**src/rtl/bram_debug_loader_if.sv**
```systemverilog
// Command, load-stream, dump-stream and RAM debug-port bundle for bram_debug_loader.
// slave  = the loader itself, master = whoever issues commands and owns the RAMs.
interface bram_debug_loader_if #(
    parameter int DATA_W = 32,
    parameter int WORDS  = 4096,
    parameter int NUM_CH = 2,
    parameter int CW     = $clog2(WORDS) + 1,
    parameter int SW     = (NUM_CH > 1) ? $clog2(NUM_CH) : 1
);
    logic                       cmd_valid;
    logic                       cmd_ready;
    logic [1:0]                 cmd_op;
    logic [SW-1:0]              cmd_ch;
    logic [CW-1:0]              cmd_count;
    logic [31:0]                cmd_cycles;
    logic                       in_valid;
    logic                       in_ready;
    logic [DATA_W-1:0]          in_data;
    logic                       out_valid;
    logic                       out_ready;
    logic [DATA_W-1:0]          out_data;
    logic [31:0]                out_addr;
    logic [NUM_CH*32-1:0]       dbg_a2;
    logic [NUM_CH*DATA_W-1:0]   dbg_wd2;
    logic [NUM_CH*DATA_W/8-1:0] dbg_we2;
    logic [NUM_CH*DATA_W-1:0]   dbg_rd2;
    logic                       core_rst;
    logic                       busy;
    logic                       done;
    logic                       err;

    modport slave (
        input  cmd_valid, cmd_op, cmd_ch, cmd_count, cmd_cycles,
        input  in_valid, in_data, out_ready, dbg_rd2,
        output cmd_ready, in_ready, out_valid, out_data, out_addr,
        output dbg_a2, dbg_wd2, dbg_we2, core_rst, busy, done, err
    );

    modport master (
        output cmd_valid, cmd_op, cmd_ch, cmd_count, cmd_cycles,
        output in_valid, in_data, out_ready, dbg_rd2,
        input  cmd_ready, in_ready, out_valid, out_data, out_addr,
        input  dbg_a2, dbg_wd2, dbg_we2, core_rst, busy, done, err
    );
endinterface

```
**src/rtl/bram_debug_loader.sv**
```systemverilog
// Command-driven sequencer for the RV32Core block-RAM debug ports: streams words
// into a RAM, dumps a RAM back out, and releases core reset for a bounded window.
module bram_debug_loader #(
    parameter int DATA_W = 32,
    parameter int WORDS  = 4096,
    parameter int NUM_CH = 2,
    parameter int CW     = $clog2(WORDS) + 1,
    parameter int SW     = (NUM_CH > 1) ? $clog2(NUM_CH) : 1
) (
    input  logic               CPU_CLK,
    input  logic               CPU_RST_N,
    bram_debug_loader_if.slave bus
);
    localparam int            BYTES   = DATA_W / 8;
    localparam logic [CW-1:0] WORDS_C = CW'(WORDS);
    localparam logic [CW-1:0] ONE     = CW'(1);
    localparam logic [1:0]    OP_LOAD = 2'b00;
    localparam logic [1:0]    OP_DUMP = 2'b01;
    localparam logic [1:0]    OP_RUN  = 2'b10;
    localparam logic [1:0]    OP_NOP  = 2'b11;

    typedef enum logic [2:0] {IDLE, LOAD, DUMP_ADDR, DUMP_WAIT, DUMP_OUT, RUN, FIN} state_t;
    state_t state, stateNext;

    logic [SW-1:0]     chQ;
    logic [CW-1:0]     nQ, idx;
    logic [31:0]       cycCnt;
    logic              cmdReadyQ, outValidQ, coreRstQ, errQ, weQ;
    logic [31:0]       addrQ, outAddrQ;
    logic [DATA_W-1:0] wdQ, outDataQ, rdSel;
    logic              accept, chOk, beat, outFire, lastWord;
    logic [CW-1:0]     nClamp;
    logic [1:0]        opEff;
    logic              inReady, busyC, doneC;

    function automatic logic [31:0] byteAddr(input logic [CW-1:0] i);
        return 32'(i) * 32'(BYTES);
    endfunction

    // cmd_ready is registered, so it is only 1 while the FSM sits in IDLE
    assign accept   = bus.cmd_valid && cmdReadyQ;
    assign chOk     = int'(bus.cmd_ch) < NUM_CH;
    assign opEff    = chOk ? bus.cmd_op : OP_NOP;
    assign nClamp   = (bus.cmd_count > WORDS_C) ? WORDS_C : bus.cmd_count;
    assign beat     = bus.in_valid && inReady;
    assign outFire  = (state == DUMP_OUT) && outValidQ && bus.out_ready;
    assign lastWord = (idx + ONE) >= nQ;

    // State register
    always_ff @(posedge CPU_CLK) begin
        if (!CPU_RST_N) state <= IDLE;
        else            state <= stateNext;
    end

    // Next-state logic
    always_comb begin
        stateNext = state;
        case (state)
            IDLE: if (accept) begin
                case (opEff)
                    OP_LOAD: stateNext = (nClamp == '0) ? FIN : LOAD;
                    OP_DUMP: stateNext = (nClamp == '0) ? FIN : DUMP_ADDR;
                    OP_RUN:  stateNext = RUN;
                    default: stateNext = FIN;
                endcase
            end
            LOAD:      if (beat && lastWord) stateNext = FIN;
            DUMP_ADDR: stateNext = DUMP_WAIT;
            DUMP_WAIT: stateNext = DUMP_OUT;
            DUMP_OUT:  if (outFire) stateNext = lastWord ? FIN : DUMP_ADDR;
            RUN:       if (cycCnt == 32'd0) stateNext = FIN;
            FIN:       stateNext = IDLE;
            default:   stateNext = IDLE;
        endcase
    end

    // State-decoded outputs
    always_comb begin
        inReady = (state == LOAD) && (idx < nQ);
        busyC   = (state != IDLE);
        doneC   = (state == FIN);
    end

    // Read-data mux for the selected channel
    always_comb begin
        rdSel = '0;
        for (int c = 0; c < NUM_CH; c++)
            if (chQ == SW'(c)) rdSel = bus.dbg_rd2[c*DATA_W +: DATA_W];
    end

    // Datapath: command latch, write beats, dump capture, run countdown
    always_ff @(posedge CPU_CLK) begin
        if (!CPU_RST_N) begin
            cmdReadyQ <= 1'b0;
            chQ       <= '0;
            nQ        <= '0;
            idx       <= '0;
            cycCnt    <= '0;
            addrQ     <= '0;
            wdQ       <= '0;
            weQ       <= 1'b0;
            outValidQ <= 1'b0;
            outDataQ  <= '0;
            outAddrQ  <= '0;
            coreRstQ  <= 1'b1;
            errQ      <= 1'b0;
        end else begin
            cmdReadyQ <= (stateNext == IDLE);
            weQ       <= 1'b0;
            if (accept) begin
                chQ    <= bus.cmd_ch;
                nQ     <= nClamp;
                idx    <= '0;
                cycCnt <= bus.cmd_cycles;
                addrQ  <= '0;
                wdQ    <= '0;
                if (!chOk) errQ <= 1'b1;
                if (opEff == OP_RUN && bus.cmd_cycles != 32'd0) coreRstQ <= 1'b0;
            end
            if (beat) begin
                addrQ <= byteAddr(idx);
                wdQ   <= bus.in_data;
                weQ   <= 1'b1;
                idx   <= idx + ONE;
            end
            // RAM saw the address at the end of DUMP_ADDR; data is valid now
            if (state == DUMP_WAIT) begin
                outDataQ  <= rdSel;
                outAddrQ  <= byteAddr(idx);
                outValidQ <= 1'b1;
            end
            if (outFire) begin
                outValidQ <= 1'b0;
                if (!lastWord) begin
                    idx   <= idx + ONE;
                    addrQ <= byteAddr(idx + ONE);
                end
            end
            // core_rst rises as the count hits 0; FIN follows one cycle later
            if (state == RUN && cycCnt != 32'd0) begin
                cycCnt <= cycCnt - 32'd1;
                if (cycCnt == 32'd1) coreRstQ <= 1'b1;
            end
        end
    end

    assign bus.cmd_ready = cmdReadyQ;
    assign bus.in_ready  = inReady;
    assign bus.out_valid = outValidQ;
    assign bus.out_data  = outDataQ;
    assign bus.out_addr  = outAddrQ;
    assign bus.core_rst  = coreRstQ;
    assign bus.busy      = busyC;
    assign bus.done      = doneC;
    assign bus.err       = errQ;

    // Only the latched channel sees address/data/enables; others stay at 0
    for (genvar c = 0; c < NUM_CH; c++) begin : g_ch
        assign bus.dbg_a2[c*32 +: 32]         = (chQ == SW'(c)) ? addrQ : 32'd0;
        assign bus.dbg_wd2[c*DATA_W +: DATA_W] = (chQ == SW'(c)) ? wdQ : '0;
        assign bus.dbg_we2[c*BYTES +: BYTES]   = {BYTES{weQ && (chQ == SW'(c))}};
    end
endmodule

```
**src/flat_wrapper.sv**
```systemverilog
// flat-port wrapper written by rule: the top's interface ports become plain ports
module bram_debug_loader_flat 
#(
    parameter int DATA_W = 32,
    parameter int WORDS  = 4096,
    parameter int NUM_CH = 2,
    parameter int CW     = $clog2(WORDS) + 1,
    parameter int SW     = (NUM_CH > 1) ? $clog2(NUM_CH) : 1
)
  (CPU_CLK, CPU_RST_N, bus_cmd_valid, bus_cmd_op, bus_cmd_ch, bus_cmd_count, bus_cmd_cycles, bus_in_valid, bus_in_data, bus_out_ready, bus_dbg_rd2, bus_cmd_ready, bus_in_ready, bus_out_valid, bus_out_data, bus_out_addr, bus_dbg_a2, bus_dbg_wd2, bus_dbg_we2, bus_core_rst, bus_busy, bus_done, bus_err);
  bram_debug_loader_if #(.DATA_W(DATA_W), .WORDS(WORDS), .NUM_CH(NUM_CH), .CW(CW), .SW(SW)) bus_i ();
  input  logic CPU_CLK;
  input  logic CPU_RST_N;
  input wire logic [$bits(bus_i.cmd_valid)-1:0] bus_cmd_valid;
  input wire logic [$bits(bus_i.cmd_op)-1:0] bus_cmd_op;
  input wire logic [$bits(bus_i.cmd_ch)-1:0] bus_cmd_ch;
  input wire logic [$bits(bus_i.cmd_count)-1:0] bus_cmd_count;
  input wire logic [$bits(bus_i.cmd_cycles)-1:0] bus_cmd_cycles;
  input wire logic [$bits(bus_i.in_valid)-1:0] bus_in_valid;
  input wire logic [$bits(bus_i.in_data)-1:0] bus_in_data;
  input wire logic [$bits(bus_i.out_ready)-1:0] bus_out_ready;
  input wire logic [$bits(bus_i.dbg_rd2)-1:0] bus_dbg_rd2;
  output wire logic [$bits(bus_i.cmd_ready)-1:0] bus_cmd_ready;
  output wire logic [$bits(bus_i.in_ready)-1:0] bus_in_ready;
  output wire logic [$bits(bus_i.out_valid)-1:0] bus_out_valid;
  output wire logic [$bits(bus_i.out_data)-1:0] bus_out_data;
  output wire logic [$bits(bus_i.out_addr)-1:0] bus_out_addr;
  output wire logic [$bits(bus_i.dbg_a2)-1:0] bus_dbg_a2;
  output wire logic [$bits(bus_i.dbg_wd2)-1:0] bus_dbg_wd2;
  output wire logic [$bits(bus_i.dbg_we2)-1:0] bus_dbg_we2;
  output wire logic [$bits(bus_i.core_rst)-1:0] bus_core_rst;
  output wire logic [$bits(bus_i.busy)-1:0] bus_busy;
  output wire logic [$bits(bus_i.done)-1:0] bus_done;
  output wire logic [$bits(bus_i.err)-1:0] bus_err;
  assign bus_i.cmd_valid = bus_cmd_valid;
  assign bus_i.cmd_op = bus_cmd_op;
  assign bus_i.cmd_ch = bus_cmd_ch;
  assign bus_i.cmd_count = bus_cmd_count;
  assign bus_i.cmd_cycles = bus_cmd_cycles;
  assign bus_i.in_valid = bus_in_valid;
  assign bus_i.in_data = bus_in_data;
  assign bus_i.out_ready = bus_out_ready;
  assign bus_i.dbg_rd2 = bus_dbg_rd2;
  assign bus_cmd_ready = bus_i.cmd_ready;
  assign bus_in_ready = bus_i.in_ready;
  assign bus_out_valid = bus_i.out_valid;
  assign bus_out_data = bus_i.out_data;
  assign bus_out_addr = bus_i.out_addr;
  assign bus_dbg_a2 = bus_i.dbg_a2;
  assign bus_dbg_wd2 = bus_i.dbg_wd2;
  assign bus_dbg_we2 = bus_i.dbg_we2;
  assign bus_core_rst = bus_i.core_rst;
  assign bus_busy = bus_i.busy;
  assign bus_done = bus_i.done;
  assign bus_err = bus_i.err;
  bram_debug_loader #(.DATA_W(DATA_W), .WORDS(WORDS), .NUM_CH(NUM_CH), .CW(CW), .SW(SW)) u_core (.CPU_CLK(CPU_CLK), .CPU_RST_N(CPU_RST_N), .bus(bus_i));
endmodule
```
**config.mk**
```make
export PLATFORM = sky130hd
export DESIGN_NAME = bram_debug_loader_flat
export DESIGN_NICKNAME = d
export VERILOG_FILES = /design/src/rtl/bram_debug_loader_if.sv /design/src/rtl/bram_debug_loader.sv /design/src/flat_wrapper.sv
export SDC_FILE = /design/constraint.sdc
export NUM_CORES = 1
export LEC_CHECK = 0
export ABC_AREA = 1
export BUFFER_PORTS_ARGS = -buffer_cell sky130_fd_sc_hd__buf_2
export CORE_ASPECT_RATIO = 2
export CORE_MARGIN = 2
export CORE_UTILIZATION = 45
export CTS_BUF_LIST = sky130_fd_sc_hd__clkbuf_16
export DETAILED_ROUTE_END_ITERATION = 8
export HOLD_SLACK_MARGIN = 0.08
export PLACE_DENSITY = 0.75
export SLEW_MARGIN = 20
export SYNTH_ARGS = -nofsm -noshare
export SYNTH_HDL_FRONTEND = slang
export SYNTH_SLANG_ARGS = --single-unit
export TNS_END_PERCENT = 10
```
**constraint.sdc**
```tcl
create_clock -name CPU_CLK -period 3 [get_ports CPU_CLK]
set_input_delay 0.3 -clock CPU_CLK [delete_from_list [all_inputs] [get_ports CPU_CLK]]
set_output_delay 0.3 -clock CPU_CLK [all_outputs]
set_load 0.005 [all_outputs]
```
==> impl_metrics.toml, run 1 <==
[die]
pin_count = 356
die-area_sq_mm = 0.0235
fp.dieH_um = 215
initial_core_util_pct = 45.6
core-area_sq_mm = 0.0220
die_x_um = 109
rows = 77

[setup_path]
start_kind = "flop"
slowest_stage = "dfxtp_1"
cp.required_ns = 3.34
cp_max_fo = 14
cp_cell_sequence = "inv_1 -> nor3_1 -> nand3_1 -> nand2_1 -> nand2_1 -> ha_1 -> nand2_1 -> inv_1 -> nand3_1 -> inv_1 -> a21oi_2 -> nand4_2 -> buf_8 -> buf_4 -> nor2_1 -> nor2_1 -> nand2_1 -> inv_1"
crit_family = "simple AND/OR/NAND/NOR gates"
path_buf_inv = 6
crit_path_end_kind = "flop"
critPathMaxStageDelay_ns = 0.35
arrival_ns = 3.12
criticalPathCategory = "flop to flop"

[route]
vias_per_cell = 5.04
wl_per_cell_um = 15.5
num_vias = 11072
firstDrtPassIters = 6
drt_iter0_drc = 496
drc = 0
drtAntennaViolNets = 0
wl_mm = 34.0

[global_routing]
grt_max_degree = 61
grt_overflow = 0
antenna_found_initial = 0
grt_pass1_vias = 10284
grt_pass1_wl_mm = 51.2
grt_usage_pct = 28.1

[power]
combPwrFrac_pct = 35.6
ir_drop_mv = 0.342
fin_total_pwr_mw = 7.58
power_frac_seq_pct = 36.4
clockPowerShare_pct = 28.0
leakage_nw = 7.34
p_int_mw = 4.59
p_sw_mw = 2.99
power.density_mw_per_mm2 = 590
netSwitchingFraction_pct = 39.5

[job]
maxCapViolCount = 0

[cells_and_area]
num_antenna_cells = 0
utilization_pct = 58.5
instances_no_fill = 2199
layout.nets = 2088
syn_to_final_growth_pct = 28.3
drive_gt1_share_pct = 23.4

[timing]
fin_skew_ns = 0.0116
fmax_mhz = 359
slew-limit-headroom_pct = 49.9
setup_slack_ns = 0.214
holdWs_ns = 0.0924
worst_slew_pin_slew_ns = 0.750
min_period_over_period_pct = 92.9
hold_viol = 0
finalWorstPathRequiredPeriod_ns = 2.79
final_max_slew_viol_count = 0
finalSetupViolations = 0

[yosys]
yosysWarnings = 0
syn_area_per_cell_sq_um = 6.39
ys_types = 39
ys_ff_latch = 175
synth-seq-area-share_pct = 35.0
netlist_area_sq_mm = 0.0100
syn_inst = 1567

[placed_design]
gp_congestion = 1.02
dp_hpwl_mm = 26.3
numPortBuffers = 335
pre_cts_slack_ns = -0.0847
dp.cells = 2140

[clock_tree]
htree_levels = 4
clk_pin_slew_ns = 0.07
tritoncts = "done"
worstSkewPairLatency_ns = 0.44
cts.sinks = 175
cts_buffer_depth = 2
root_buffer = "clkbuf_16"
cts_buffers = 17

[status]
status = "completed"

[min_path]
hp-class = "input pin to flop"
## synth_stat cells, drive strengths merged
library cell	count	share of area [%]
nand2	352	13
inv	271	10
nor2	203	8.2
dfxtp	175	35
a21oi	136	6.8
o21ai	109	5.6
nand3	74	3.7
clkbuf	52	2.0
buf	51	3.5
nor3	34	2.1
ha	29	3.6
xor2	17	1.5
nand4	15	1.0
a211oi	11	0.82
xnor2	11	0.96
a31oi	10	0.62
nor4	8	0.50
or2	3	0.19
and2	2	0.13
nand3b	2	0.15
clkinv	1	0.037
conb	1	0.037
## per-layer routing
metal	up-vias	wire, um	global-route usage (%)
li1	5518	-	-
met1	4971	11500	26.8
met2	464	18200	53.1
met3	119	2250	5.43
met4	0	2110	16.5
met5	-	0	0
## state kept, by name, summed over array words and instances, names as in the netlist, 3 cells and up
name / cells
u_core.addrQ: 32
u_core.bus.out_addr: 13
u_core.bus.out_data: 32
u_core.cycCnt: 32
u_core.idx: 13
u_core.nQ: 13
u_core.state: 3
u_core.wdQ: 32
## final timing paths
path | from | to | slack [ns] | cells past startpoint
max | u_core.idx[3] | u_core.idx[1] | 0.21 | 18
min | bus_in_data[9] | u_core.wdQ[9] | 0.09 | 3
max reg2reg | u_core.idx[3] | u_core.idx[1] | 0.21 | 18
min reg2reg | u_core.addrQ[29] | u_core.addrQ[29] | 0.47 | 2
## layout make-up
cell class / count / area [sq um]
inverter: 272 / 1020
multi-input combinational: 1036 / 5040
clock inverter: 15 / 124
timing repair buffer: 408 / 2370
clock buffer: 17 / 425
tap: 276 / 345
fill: 2127 / 9130
sequential: 175 / 3510
## tightest hold or removal path, cell delays in order
cell     delay [ns]
buf_2          0.08
nand2_1        0.04
o21ai_0        0.07
## power by group through the flow
stage                     logic [mW]  registers [mW]  clock network (mW)
after floorplan                 1.92            2.72                   0
after global placement          2.60            2.80                   0
after detailed placement        2.63            2.80                   0
after CTS                       2.67            2.75                2.16
after global routing            3.00            2.78                2.25
final                           2.70            2.76                2.13
## logic make-up (layout without fill, tap and decap cells)
logic type      count (synthesis)  in the layout  synth area share, %
fa+ha+maj                      29             29                 3.62
simple gates                  693            693                 29.4
flops                         175            175                 35.0
other cells                     1             20               0.0375
xor+xnor                       28             28                 2.45
compound gates                266            266                 13.8
buf+inv                       375            712                 15.7
## cells in the final DEF (no fill, tap or decap), types with 2 or more instances in the layout
master / count
nand2_1: 349
nand3b_1: 2
buf_2: 335
nand2_4: 2
dlygate4sd3_1: 27
nor2_1: 190
a211oi_1: 11
nor3_4: 3
nor2_4: 8
a21oi_1: 135
xnor2_1: 10
inv_2: 5
clkinv_1: 2
nand4_1: 14
dfxtp_2: 4
nor3_2: 2
conb_1: 20
nor4_1: 8
buf_4: 39
inv_8: 4
or2_2: 2
o21ai_1: 5
clkbuf_16: 17
o21ai_0: 103
xor2_1: 17
dfxtp_1: 170
nor3_1: 29
inv_1: 266
nor2_2: 5
clkinvlp_4: 3
a31oi_1: 10
inv_6: 4
ha_1: 29
nand3_1: 73
buf_12: 6
## stage by stage
| stage | area (sq um) | setup TNS, ns |
|---|---|---|
| 2_1_floorplan | 10100 | 0 |
| 3_3_place_gp | 12000 | 0 |
| 3_5_place_dp | 12000 | -2.06 |
| 4_1_cts | 12800 | 0 |
| 5_1_grt | 12800 | -0.0129 |
| 6_report | 12800 | 0 |
## repair_timing
| action | in CTS | in global routing |
|---|---|---|
| pin swaps | 0 | 2 |
| buffers inserted | 0 | 0 |
| hold buffers | 27 | 0 |
| hold endpoints to repair | 27 | 0 |
| resized for setup | 2 | 11 |
| endpoints found under the setup margin | 37 | 47 |
No activity file was read; power rests on OpenSTA's default activity.
==> inputs of run 2 (changes only) <==
--- a/config.mk
+++ b/config.mk
@@ -7,13 +7,15 @@
 export LEC_CHECK = 0
 export ABC_AREA = 1
 export BUFFER_PORTS_ARGS = -buffer_cell sky130_fd_sc_hd__buf_2
+export CELL_PAD_IN_SITES_DETAIL_PLACEMENT = 0
+export CELL_PAD_IN_SITES_GLOBAL_PLACEMENT = 1
 export CORE_ASPECT_RATIO = 2
 export CORE_MARGIN = 2
-export CORE_UTILIZATION = 45
+export CORE_UTILIZATION = 34
 export CTS_BUF_LIST = sky130_fd_sc_hd__clkbuf_16
 export DETAILED_ROUTE_END_ITERATION = 8
 export HOLD_SLACK_MARGIN = 0.08
-export PLACE_DENSITY = 0.75
+export PLACE_DENSITY = 0.83
 export SLEW_MARGIN = 20
 export SYNTH_ARGS = -nofsm -noshare
 export SYNTH_HDL_FRONTEND = slang
==> run 2 against run 1 <==
Non-clock buffer count increased by 5; sequential cell count stayed put; clock power about the same; via count fell by 2.3%; die area increased by 31%; design area increased by 1.7%; sequential share of layout area shrank 0.48 points; count of clock-buffer cells in the layout is the same; wire length is 5.7% higher; combinational power grew 1%; power grew 0.79%; critical endpoint is now u_core.addrQ[10].
==> impl_metrics.toml, run 2 (synthesis gave the netlist of run 1 again) <==
[die]
core-area_sq_mm = 0.0290
rows = 88
pin_count = 356
die_x_um = 125
die-area_sq_mm = 0.0309
fp.dieH_um = 247
initial_core_util_pct = 34.6

[job]
maxCapViolCount = 0

[timing]
finalSetupViolations = 0
min_period_over_period_pct = 95.0
fmax_mhz = 351
fin_skew_ns = 0.00996
finalWorstPathRequiredPeriod_ns = 2.85
slew-limit-headroom_pct = 53.4
final_max_slew_viol_count = 0
hold_viol = 0
worst_slew_pin_slew_ns = 0.700

[route]
vias_per_cell = 4.73
firstDrtPassIters = 5
num_vias = 10822
wl_mm = 36.0
drc = 0
wl_per_cell_um = 15.7
drt_iter0_drc = 646
drtAntennaViolNets = 0

[setup_path]
rr_startpoint = "u_core.idx[1]"
start_kind = "flop"
criticalPathCategory = "flop to flop"
cp_max_fo = 7
arrival_ns = 3.24
cp-startpoint = "u_core.idx[1]"
crit_path_end_kind = "flop"
cp.required_ns = 3.39

[clock_tree]
tritoncts = "done"
cts.sinks = 175
root_buffer = "clkbuf_16"
cts_buffer_depth = 2
cts_buffers = 17
worstSkewPairLatency_ns = 0.45
htree_levels = 4
clk_pin_slew_ns = 0.07

[min_path]
min_from = "bus_cmd_count[0]"
hp-class = "input pin to flop"

[placed_design]
gp_congestion = 0.901
dp.cells = 2217
numPortBuffers = 335
dp_hpwl_mm = 27.8

[cells_and_area]
regArea_sq_mm = 0.00351
fillers = 3111
layout_common_cells = "nand2_1, buf_2, inv_1"
num_antenna_cells = 0
multi_input_area_sq_mm = 0.00508
layout.nets = 2093
instances_no_fill = 2287
drive_gt1_share_pct = 23.5
mostFrequentLayoutCell = "nand2_1"
syn_to_final_growth_pct = 30.5

[global_routing]
grt_pass1_vias = 10210
grt_max_degree = 87
use_met1_pct = 22.6
grt_pass1_wl_mm = 54.5
antenna_found_initial = 0
grt_usage_pct = 22.6
grt_overflow = 0
use_met3_pct = 4.65
grt.busiest_layer = "met2"
use_met2_pct = 43.8

[power]
ir_drop_mv = 0.391
power.density_mw_per_mm2 = 585
p_int_mw = 4.65
combPwrFrac_pct = 35.8
power_frac_seq_pct = 36.1
p_sw_mw = 2.99
clockPowerShare_pct = 28.1
leakage_nw = 7.39
netSwitchingFraction_pct = 39.1
fin_total_pwr_mw = 7.64

[status]
status = "completed"
[run 2: critical path: stages (launching register included)]
cell,delay (ns)
dfxtp_1,0.34
buf_4,0.13
inv_1,0.07
nor3_4,0.31
buf_4,0.18
nand2_1,0.07
xor2_2,0.18
ha_1,0.32
nand2_1,0.07
inv_1,0.05
nand2_1,0.06
nand2_1,0.06
a21oi_2,0.20
nand4_4,0.11
buf_4,0.17
clkbuf_16,0.15
buf_4,0.16
nand3_1,0.08
nand2_1,0.05
inv_1,0.05
[run 2: layout make-up]
cell class	count	area share (%)
clock buffers	17	3.26
clock inverters	14	0.910
inverters	272	7.84
repair buffers	413	18.8
well taps	360	3.45
multi-input cells	1036	38.9
flip-flops and latches	175	26.9
[run 2: layer usage]
metal  wire, um  vias up  share of wire [%]
li1           -     5528                  -
met1      12900     4888                 36
met2      19700      330                 55
met3       1830       76                5.1
met4       1510        0                4.2
met5          0        -                  0
[run 2: path summary, 6_finish.rpt]
check,endpoint,slack (ns),cells past startpoint
worst min register to register,u_core.addrQ[27],0.46,2
worst min-delay path,u_core.nQ[0],0.11,3
worst max-delay path,u_core.addrQ[10],0.15,19
worst max register to register,u_core.addrQ[10],0.15,19
[run 2: through the flow]
stage | setup WS, ns | hold WS [ns] | utilization, % | setup TNS, ns | cell area (sq um)
floorplan | 0.278 | 0.413 | - | 0 | 10100
global placement | 0.0574 | 0.447 | 41.6 | 0 | 12100
detailed placement | -0.0151 | 0.453 | 41.6 | -0.102 | 12100
CTS | 0.0424 | 0.0849 | 44.6 | 0 | 12900
global route | -0.0541 | 0.102 | 45.1 | -0.448 | 13100
finish | 0.149 | 0.115 | 45.1 | 0 | 13100
[run 2: repair_timing]
action                                 in CTS  in global routing
pin swaps                                   1                  6
gates resized for setup                     2                 16
cloned                                      0                  1
setup endpoints to repair                  27                 48
hold buffers                               32                  0
setup buffers                               0                  6
endpoints found under the hold margin      32                  0
[run 2: power groups by stage]
stage	clock (mW)	combinational, mW	sequential [mW]
2_1_floorplan	0	1.92	2.72
3_3_place_gp	0	2.67	2.80
3_5_place_dp	0	2.69	2.81
4_1_cts	2.20	2.73	2.76
5_1_grt	2.27	3.05	2.79
6_report	2.15	2.74	2.76
